**config.mk**
```make
export PLATFORM = sky130hd
export DESIGN_NAME = alu_regfile
export DESIGN_NICKNAME = d
export VERILOG_FILES = /design/src/rtl/alu_regfile.sv
export SDC_FILE = /design/constraint.sdc
export NUM_CORES = 1
export LEC_CHECK = 0
export BUFFER_PORTS_ARGS = -buffer_cell sky130_fd_sc_hd__buf_2
export CAP_MARGIN = 20
export CORE_MARGIN = 2
export CORE_UTILIZATION = 40
export CTS_BUF_LIST = sky130_fd_sc_hd__clkbuf_2
export DETAILED_ROUTE_END_ITERATION = 16
export PLACE_DENSITY_LB_ADDON = 0.08
export SETUP_SLACK_MARGIN = 0.1
export SLEW_MARGIN = 10
export SYNTH_ARGS = -nofsm -noshare
export SYNTH_HDL_FRONTEND = slang
export SYNTH_SLANG_ARGS = --single-unit
```
**constraint.sdc**
```tcl
create_clock -name clk -period 4.95 [get_ports clk]
set_clock_uncertainty 0.2 [all_clocks]
set_input_delay 0.2475 -clock clk [delete_from_list [all_inputs] [get_ports clk]]
set_output_delay 0.2475 -clock clk [all_outputs]
set_load 0.005 [all_outputs]
```
**src/rtl/alu_regfile.sv**
```systemverilog
// alu_regfile: 8x16 register file with flags register,
// ALU carry-in select and committed-write counter.
module alu_regfile (
  input  logic        clk,
  input  logic        rst,
  input  logic [2:0]  rd_a_addr,
  input  logic [2:0]  rd_b_addr,
  output logic [15:0] rd_a_data,
  output logic [15:0] rd_b_data,
  input  logic        wr_en,
  input  logic [2:0]  wr_addr,
  input  logic [15:0] wr_data,
  input  logic        flag_we,
  input  logic        cout_in,
  input  logic        lt_in,
  input  logic        eq_in,
  input  logic        gt_in,
  input  logic        v_in,
  input  logic        cin_sel,
  output logic        alu_cin,
  output logic [4:0]  flags,
  output logic [7:0]  wr_count
);

  logic [15:0] r_regs [8];
  logic [4:0]  r_flags;
  logic [7:0]  r_wr_count;
  logic        w_commit;

  // A write commits only when it targets R1..R7.
  assign w_commit = wr_en && (wr_addr != 3'd0);

  // Register array; R0 is never written so it stays zero.
  always_ff @(posedge clk or posedge rst) begin
    if (rst) begin
      for (int i = 0; i < 8; i++) r_regs[i] <= '0;
    end else if (w_commit) begin
      r_regs[wr_addr] <= wr_data;
    end
  end

  // Status flags {C, LT, EQ, GT, V} captured from the ALU.
  always_ff @(posedge clk or posedge rst) begin
    if (rst)
      r_flags <= '0;
    else if (flag_we)
      r_flags <= {cout_in, lt_in, eq_in, gt_in, v_in};
  end

  // Free-running count of committed writes, wraps at 8 bits.
  always_ff @(posedge clk or posedge rst) begin
    if (rst)
      r_wr_count <= '0;
    else if (w_commit)
      r_wr_count <= r_wr_count + 8'd1;
  end

  // Unbypassed combinational reads; R0 forced to zero.
  always_comb begin
    rd_a_data = (rd_a_addr == 3'd0) ? 16'h0000 : r_regs[rd_a_addr];
    rd_b_data = (rd_b_addr == 3'd0) ? 16'h0000 : r_regs[rd_b_addr];
  end

  // Carry-in uses only the stored C, breaking any ALU loop.
  assign alu_cin  = cin_sel & r_flags[4];
  assign flags    = r_flags;
  assign wr_count = r_wr_count;

endmodule

```
==> flow_metrics.tcl <==
set metrics [dict create \
    synth_nets 513 \
    grt_overflow 0 \
    syn2layout_area_growth_pct 16.2 \
    max_freq_ghz 0.367 \
    hold_buffers 32 \
    drive_above_1_share 0.521 \
    grt_pass1_wl_microns 26500 \
    grt_pass1_vias 4658 \
    cts_setup_buffers 0 \
    die_x_microns 134 \
    cts.reportedPaths.clkPinSlew_ps 210 \
    vdd_drop_max_v 0.000254 \
    grt_use_total 0.196 \
    status "finished, final reports clean" \
    r2r_slack_ps 3430 \
    r2r_end "flags[4]" \
    antenna_found_initial 1 \
    crit_end "rd_a_data[6]" \
    yosysTopAreaCellShare 0.466 \
    synth-edff-count 0 \
    route.detailed.drc 0 \
    synth_cell_type_count 34 \
    die_h_microns 134 \
    grt_most_used_layer "met2" \
    ant_nets 0 \
    reg2regPathDepth 2 \
    io_pins 81 \
    core_area_sq_um 16500 \
    relSlewSlack 0.417 \
    min_period_ps 2730 \
    finish.instance_area_sq_um 7800 \
    port_buffers 80 \
    syn-cell-area_sq_um 6710 \
    cts_buffers 17 \
    critPathCaptureType "output port" \
    maxCapViolCount 0 \
    dpl-instance-area_sq_um 7200 \
    dr.first_iter.drc_count 210 \
    final_cell_count_no_fill 812 \
    hold_viol 0 \
    slowest_stage "nor2b_1" \
    rsz0062_at_grt "no" \
    synth.area.top_cells "dfrtp_1 (47%), mux2_2 (22%), mux4_2 (11%)" \
    place_hpwl_microns 9810 \
    fin_ws_ps 2220 \
    routedWlPerCell_microns 20.6 \
    crit_type "primary input to output port" \
    synth_top_area_cell "dfrtp_1" \
    yosys_most_used_dff "dfrtp_1" \
    synthCells 477 \
    async_reset_ff_frac 1.00 \
    synth-seq-cells 125 \
    fin_tns_setup_ps 0 \
    p_leak_uw 0.00340 \
    startpoint "rd_a_addr[1]" \
    crit_required_ps 4500 \
    crit_chain "buf_2 -> buf_4 -> nor2b_1 -> buf_4 -> a22oi_1 -> o21ai_0 -> buf_2" \
    grt_use_met3 0.0441 \
    rows 47 \
    grt_start_max_net_pins 61 \
    cp-start-kind "primary input" \
    cts_max_level 4 \
    placed_cells 747 \
    place_congestion 0.765 \
    hold_path_depth 3 \
    fin_crit_sh 0.551 \
    hold_slack_ps 130 \
    fillers 1551 \
    synth-seq-area-share 0.466 \
    r2r_start "flags[4]" \
    grt_use_met1 0.261 \
    avgViaCountPerCell 5.43 \
    cts_resized 0 \
    nNetsFinal 614 \
    start_util 0.408 \
    clock_latency_ps 720 \
    cts_buffer_depth 2 \
    syn_area_per_cell_sq_um 14.1 \
    die_area_sq_um 17800 \
    final_max_slew_viol_count 0 \
    ys_warn_count 0 \
    hold_class "primary input to register" \
    worst_slew_pin_slew_ps 875 \
    powerDensity_nw_per_um2 383 \
    drt_pass1_iterations 4 \
    yosysMostFrequentCell "mux2_2" \
    cts_tree "done" \
    netlist_top_cells_count "mux2_2 (129), dfrtp_1 (125), nand2_1 (37)" \
    crit_fanout 33 \
    setup_viol 0 \
    place_worst_setup_slack_ps 2200 \
    clock_sinks 125 \
    drt_wl_total_microns 16700 \
    cpPeakStageDelay_ps 650 \
    grtUsageMet2 0.320 \
    cts_root_buffer "clkbuf_2" \
    crit_arrival_ps 2280 \
    via_count 4409 \
]
-- critical path, delay by kind of cell --
family                 cells  cell delay [ps]
AO/OA/AOI/OAI              2              330
buffers and inverters      4             1030
AND/OR/NAND/NOR            1              650
-- final cells by class --
| class | instances | area [sq um] | area share |
|---|---|---|---|
| multi-input combinational | 310 | 3310 | 0.424 |
| sequential | 125 | 3130 | 0.401 |
| timing repair buffer | 121 | 788 | 0.101 |
| tap | 220 | 275 | 0.0353 |
| clock inverter | 15 | 196 | 0.0252 |
| clock buffer | 17 | 85.1 | 0.0109 |
| inverter | 3 | 13.8 | 0.00176 |
| antenna | 1 | 2.50 | 0.000321 |
-- metrics by stage --
| step | total power [uW] | util |
|---|---|---|
| 2_1_floorplan | 1990 | - |
| 3_3_place_gp | 2220 | 0.437 |
| 3_5_place_dp | 2250 | 0.437 |
| 4_1_cts | 3020 | 0.474 |
| 5_1_grt | 3170 | 0.474 |
| 6_report | 2990 | 0.474 |
-- cell usage in the layout, fill, tap and decap left out, types with 2 or more instances in the layout --
cell type,count
buf_2,80
nor3_1,2
o21ai_1,8
mux4_2,32
clkinvlp_4,3
bufinv_16,4
inv_1,2
mux2_4,20
nand4b_4,3
and4bb_1,2
dlygate4sd3_1,32
a22oi_1,30
xor2_1,4
xnor2_1,3
clkinv_4,3
buf_4,9
o21ai_0,23
nor2_1,3
dfrtp_1,125
clkbuf_2,17
mux2_2,129
nand2_1,37
clkinv_2,3
-- sequential cells by signal, indices dropped and copies added (netlist names) --
name      cells
flags         5
wr_count      8
r_regs      112
-- report_power, final --
| group | internal [uW] | switching [uW] |
|---|---|---|
| Combinational | 493 | 301 |
| Sequential | 1260 | 191 |
| Clock | 331 | 412 |
| Total | 2080 | 904 |
-- layer usage --
layer	vias to the layer above	share of wire	wire length (microns)
met5	-	0	0
met4	0	0.014	228
met3	21	0.042	701
met2	117	0.49	8120
met1	2269	0.46	7680
li1	2002	-	-
-- how the worst min path moves through the flow --
| stage | start | endpoint | slack (ps) |
|---|---|---|---|
| after floorplan | wr_data[10] | r_regs[26] | 180 |
| after global placement | wr_count[7] | wr_count[7] | 250 |
| after detailed placement | rst | r_regs[19] | 270 |
| after CTS | wr_data[10] | r_regs[26] | 80 |
| after global routing | wr_data[10] | r_regs[26] | 100 |
| final | wr_data[10] | r_regs[26] | 130 |
-- kinds of logic (layout without fill, tap and decap cells) --
family,Yosys count,after routing,share of synthesized area
AO/OA/AOI/OAI,64,64,0.0625
XOR/XNOR,7,7,0.00914
adder cells (fa/ha/maj),1,1,0.00186
buffers and inverters,42,156,0.0405
flip-flops,125,125,0.466
multiplexers,183,183,0.372
other,0,1,0
AND/OR/NAND/NOR,55,55,0.0481
Power figures use the tool's default switching activity.
